==> config.mk <==
export PLATFORM = sky130hd
export DESIGN_NAME = ram_sync_clr
export DESIGN_NICKNAME = d
export VERILOG_FILES = /design/src/rtl/ram_sync_clr.sv
export SDC_FILE = /design/constraint.sdc
export NUM_CORES = 1
export LEC_CHECK = 0
export CORE_MARGIN = 5
export CORE_UTILIZATION = 50
export DETAILED_ROUTE_END_ITERATION = 10
export PLACE_DENSITY = 0.77
export SLEW_MARGIN = 10
export SYNTH_ARGS = -nofsm -noshare
export SYNTH_HDL_FRONTEND = slang
export SYNTH_SLANG_ARGS = --single-unit
==> constraint.sdc <==
create_clock -name clk -period 2 [get_ports clk]
set_clock_uncertainty 0.05 [all_clocks]
set_input_delay 0.2 -clock clk [delete_from_list [all_inputs] [get_ports clk]]
set_output_delay 0.2 -clock clk [all_outputs]
set_load 0.01 [all_outputs]
==> src/rtl/ram_sync_clr.sv <==
// rtl/ram_sync_clr.sv - single-port synchronous RAM with masked writes and clear sweep
module ram_sync_clr #(
  parameter int                 DATA_W  = 4,
  parameter int                 ADDR_W  = 5,
  parameter int                 OUT_REG = 0,
  parameter logic [DATA_W-1:0]  CLR_VAL = '0
) (
  input  logic              clk,
  input  logic              rst_n,
  input  logic              req_valid,
  output logic              req_ready,
  input  logic              req_we,
  input  logic [ADDR_W-1:0] req_addr,
  input  logic [DATA_W-1:0] req_wdata,
  input  logic [DATA_W-1:0] req_wmask,
  input  logic              clear_start,
  output logic              busy,
  output logic              rd_valid,
  output logic [DATA_W-1:0] rd_data
);

  localparam int DEPTH = 2 ** ADDR_W;

  typedef enum logic {ST_CLEAR, ST_IDLE} state_t;

  state_t              r_state;
  state_t              w_state_nxt;
  logic [ADDR_W-1:0]   r_clr_cnt;
  logic                w_accept;
  logic                w_clr_last;

  logic                r_s1_valid;
  logic                r_s1_we;
  logic [ADDR_W-1:0]   r_s1_addr;
  logic [DATA_W-1:0]   r_s1_wdata;
  logic [DATA_W-1:0]   r_s1_wmask;

  logic [DATA_W-1:0]   r_mem [DEPTH];
  logic                r_rd_valid0;
  logic [DATA_W-1:0]   r_rd_data0;

  assign busy       = (r_state == ST_CLEAR);
  assign req_ready  = (r_state == ST_IDLE);
  assign w_accept   = req_valid & req_ready;
  assign w_clr_last = (r_clr_cnt == ADDR_W'(DEPTH - 1));

  always_ff @(posedge clk or negedge rst_n) begin
    if (!rst_n) begin
      r_state <= ST_CLEAR;
    end else begin
      r_state <= w_state_nxt;
    end
  end

  always_comb begin
    w_state_nxt = r_state;
    case (r_state)
      ST_CLEAR: if (w_clr_last)  w_state_nxt = ST_IDLE;
      ST_IDLE:  if (clear_start) w_state_nxt = ST_CLEAR;
      default:                   w_state_nxt = ST_CLEAR;
    endcase
  end

  // Counter wraps to 0 on the last word, so a new sweep always starts at 0
  always_ff @(posedge clk or negedge rst_n) begin
    if (!rst_n) begin
      r_clr_cnt <= '0;
    end else if (busy) begin
      r_clr_cnt <= r_clr_cnt + ADDR_W'(1);
    end
  end

  always_ff @(posedge clk or negedge rst_n) begin
    if (!rst_n) begin
      r_s1_valid <= 1'b0;
      r_s1_we    <= 1'b0;
      r_s1_addr  <= '0;
      r_s1_wdata <= '0;
      r_s1_wmask <= '0;
    end else begin
      r_s1_valid <= w_accept;
      if (w_accept) begin
        r_s1_we    <= req_we;
        r_s1_addr  <= req_addr;
        r_s1_wdata <= req_wdata;
        r_s1_wmask <= req_wmask;
      end
    end
  end

  // A write still in S1 when the sweep starts is superseded by the sweep,
  // which overwrites every word, so the sweep owns the write port.
  always_ff @(posedge clk) begin
    if (busy) begin
      r_mem[r_clr_cnt] <= CLR_VAL;
    end else if (r_s1_valid && r_s1_we) begin
      r_mem[r_s1_addr] <= (r_mem[r_s1_addr] & ~r_s1_wmask) | (r_s1_wdata & r_s1_wmask);
    end
  end

  always_ff @(posedge clk or negedge rst_n) begin
    if (!rst_n) begin
      r_rd_valid0 <= 1'b0;
      r_rd_data0  <= '0;
    end else begin
      r_rd_valid0 <= r_s1_valid & ~r_s1_we;
      if (r_s1_valid && !r_s1_we) begin
        r_rd_data0 <= r_mem[r_s1_addr];
      end
    end
  end

  generate
    if (OUT_REG != 0) begin : g_out_reg
      logic              r_rd_valid1;
      logic [DATA_W-1:0] r_rd_data1;

      always_ff @(posedge clk or negedge rst_n) begin
        if (!rst_n) begin
          r_rd_valid1 <= 1'b0;
          r_rd_data1  <= '0;
        end else begin
          r_rd_valid1 <= r_rd_valid0;
          if (r_rd_valid0) begin
            r_rd_data1 <= r_rd_data0;
          end
        end
      end

      assign rd_valid = r_rd_valid1;
      assign rd_data  = r_rd_data1;
    end else begin : g_no_out_reg
      assign rd_valid = r_rd_valid0;
      assign rd_data  = r_rd_data0;
    end
  endgenerate

endmodule
==> impl_metrics.yaml <==
outcome:
  status: "finished with violations"
  violations: "negative setup slack"
clock_tree:
  clock-sinks: 154
  numCtsBuffers: 17
  clkTransAtPathRegs_ps: 60
  hold_buffers: 0
  root_buffer: "clkbuf_16"
  clk_path_buf_depth: 2
  cts_tree: "yes"
  worstSkewPairLatency_ps: 430
  htreeDepth: 4
logic_synthesis:
  synth_top_area_share: 0.599
  netlist_area_um2: 6420
  netlist_top_cells_area: "edfxtp_1 (60%), mux2i_1 (10%), dfrtp_1 (10%)"
  ys_seq_area_frac: 0.700
  postSynthCellCount: 410
  yosysWarnings: 0
  synth_area_leader_cell: "edfxtp_1"
  synthesis.nets: 430
  syn_area_per_cell_um2: 15.7
  synth-seq-cells: 154
  synth.distinct_cells: 32
global_route:
  track_usage: 0.221
  grt-ovfl-total: 0
  grt_max_degree: 27
  antenna_found_initial: 0
  first_global_vias: 4144
  grt_pass1_wl_um: 23900
timing:
  slew_violations: 0
  finalCritPeriodShare: 1.14
  relSlewSlack: 0.592
  timing.hold.ws_ps: 88.3
  max_freq_ghz: 0.438
  worst_pin_slew_ps: 612
  rsz0062_at_grt: "yes"
  finalWorstSetupSlack_ps: -285
  setup-violations-final: 131
  min_period_ps: 2290
  hold_violations: 0
run:
  drv_cap: 0
floorplan:
  die_w_um: 123
  die_height_um: 123
  start_util: 0.509
  row_count: 41
  die_area_um2: 15200
  core_area_um2: 12600
  ios: 25
detailed_routing:
  ant_nets: 0
  routed.top_layer: "met4"
  first_pass_iters: 5
  wl_met3_um: 1300
  drc: 0
  drt_iter0_drc: 438
  wirelength_um: 15900
  wl_met2_um: 8160
  viasPerCell: 5.79
  wl_met1_um: 5810
  wl_per_cell_um: 22.5
  via_count: 4084
place:
  gp_congestion: 0.812
  place_hpwl_um: 9190
  portBuffers: 24
  dp.cells: 652
finish:
  multiInputGateArea_um2: 2030
  layout_commonest_cell: "edfxtp_1"
  area_delta_synth_final_pct: 31.4
  seq_area_um2: 4500
  nFillCells: 795
  layout-drive-gt1-share: 0.355
  fin_nets: 540
  final_cell_mix: "edfxtp_1 (128), buf_4 (63), mux2i_1 (62), nor2_1 (32), clkdlybuf4s50_1 (24)"
  diodes: 0
  final-instance-count-excl-fill: 705
worst_setup_path:
  path_cells: "buf_12, buf_4, mux2i_1, a22oi_1, a21oi_2, nor4_4, buf_4, o21a_4"
  critical_path_depth: 8
  max_stage_delay_ps: 520
  crit_slowest_cell: "dfrtp_4"
  reg2reg_slack_ps: -290
  endpoint_kind: "flip-flop"
  critPathKind: "reg2reg"
  timing.rr.end: "r_mem[20][2]$_DFFE_PP_"
  start_kind: "flip-flop"
  crit_start: "r_s1_addr[0]$_DFFE_PN0P_"
  timing.rr.start: "r_s1_addr[0]$_DFFE_PN0P_"
  cp_common_cell: "buf_4"
  cp_max_fo: 15
  reg2regPathDepth: 8
  cp_num_buf_inv: 3
  critPathTopFamily: "compound AO/OA/AOI/OAI gates"
  critPathArrivalTime_ps: 2400
  worstPathRequired_ps: 2110
  critPathCapture: "r_mem[20][2]$_DFFE_PP_"
power:
  leakage_nw: 3.04
  powerDensity_nw_per_um2: 1530
  max-vdd-ir-drop_mv: 0.628
worst_hold_path:
  min_path_type: "in2async"
[what timing repair did]
item	CTS	global route
setup endpoints to repair	222	241
setup buffers	9	6
resized for setup	43	24
cloned	6	0
pin swaps	16	15
[kinds of logic (layout without fill, tap and decap cells)]
| family | count (synthesis) | after routing | synth area share |
|---|---|---|---|
| compound gates | 66 | 72 | 0.0692 |
| xor+xnor | 3 | 3 | 0.00410 |
| fa+ha+maj | 2 | 2 | 0.00390 |
| buf+inv | 27 | 144 | 0.0333 |
| flops | 154 | 154 | 0.700 |
| mux | 84 | 84 | 0.134 |
| simple gates | 74 | 74 | 0.0548 |
[area by class of cell]
class	count	area share
Clock inverter	14	0.0297
Tap cell	172	0.0255
Multi-Input combinational cell	235	0.240
Inverter	8	0.00356
Clock buffer	18	0.0509
Timing Repair Buffer	104	0.117
Sequential cell	154	0.534
[metrics by stage]
| step | instance area [um2] | TNS, ps | setup slack (ps) | total power [mW] | utilization |
|---|---|---|---|---|---|
| finish | 8430 | -30910 | -285 | 12.9 | 0.668 |
| global route | 8430 | -35310 | -329 | 13.3 | 0.668 |
| CTS | 8290 | -22040 | -215 | 12.5 | 0.657 |
| detailed placement | 7300 | -61650 | -531 | 8.11 | 0.578 |
| global placement | 7300 | -52220 | -447 | 7.97 | 0.578 |
| floorplan | 6420 | -788 | -49.3 | 6.73 | - |
[Yosys cell counts]
master / n
buf_8: 1
and3_1: 1
buf_12: 2
and2_1: 1
nor2_2: 1
nand2b_1: 2
inv_1: 7
edfxtp_1: 128
buf_2: 4
ha_1: 2
mux2i_1: 67
nand3_2: 1
clkinv_1: 1
nor4_2: 4
o21ai_0: 6
nor2_1: 39
a21oi_1: 21
clkbuf_1: 2
o21a_1: 4
nor3_1: 1
nand2_1: 15
a22oi_2: 3
nand3_1: 3
o31a_1: 1
mux2_2: 17
buf_4: 3
a22oi_1: 31
nor2b_1: 5
dfrtp_1: 26
xnor2_1: 3
or2_2: 1
buf_6: 7
[worst register-to-register path, stage by stage, from the launching register on]
cell and delay [ps]:
dfrtp_4 520, buf_12 170, buf_4 150, mux2i_1 230, a22oi_1 140, a21oi_2 270, nor4_4 80, buf_4 150
o21a_4 240
[how the worst min path moves through the flow]
stage                                         from                        end
final                                        rst_n  r_s1_wdata[0]$_DFFE_PN0P_
after global routing                         rst_n  r_s1_wdata[0]$_DFFE_PN0P_
after CTS                                    rst_n         rd_valid$_DFF_PN0_
after detailed placement  r_clr_cnt[2]$_DFFE_PN0N_   r_clr_cnt[2]$_DFFE_PN0N_
after global placement      rd_data[0]$_DFFE_PN0P_     rd_data[0]$_DFFE_PN0P_
after floorplan                              rst_n   r_clr_cnt[0]$_DFFE_PN0N_
[power by group]
| part | total [mW] | internal (mW) | leakage [nW] | switching, mW |
|---|---|---|---|---|
| Combinational | 4.71 | 2.22 | 1.28 | 2.49 |
| Sequential | 4.47 | 4.07 | 1.44 | 0.395 |
| Clock | 3.69 | 2.45 | 0.321 | 1.24 |
| Total | 12.9 | 8.74 | 3.04 | 4.13 |
[per-layer routing]
layer | GRT usage | up-vias
met3 | 0.0608 | 48
met5 | 0 | -
li1 | - | 1798
met1 | 0.278 | 2026
met4 | 0.0976 | 0
met2 | 0.359 | 212
[state kept, by name, indices dropped and copies added (netlist names)]
register / cells
r_mem: 128
rd_data: 4
r_s1_we: 1
r_s1_wdata: 4
r_s1_valid: 1
rd_valid: 1
r_s1_addr: 5
req_ready: 1
r_s1_wmask: 4
r_clr_cnt: 5
Power figures use the tool's default switching activity.
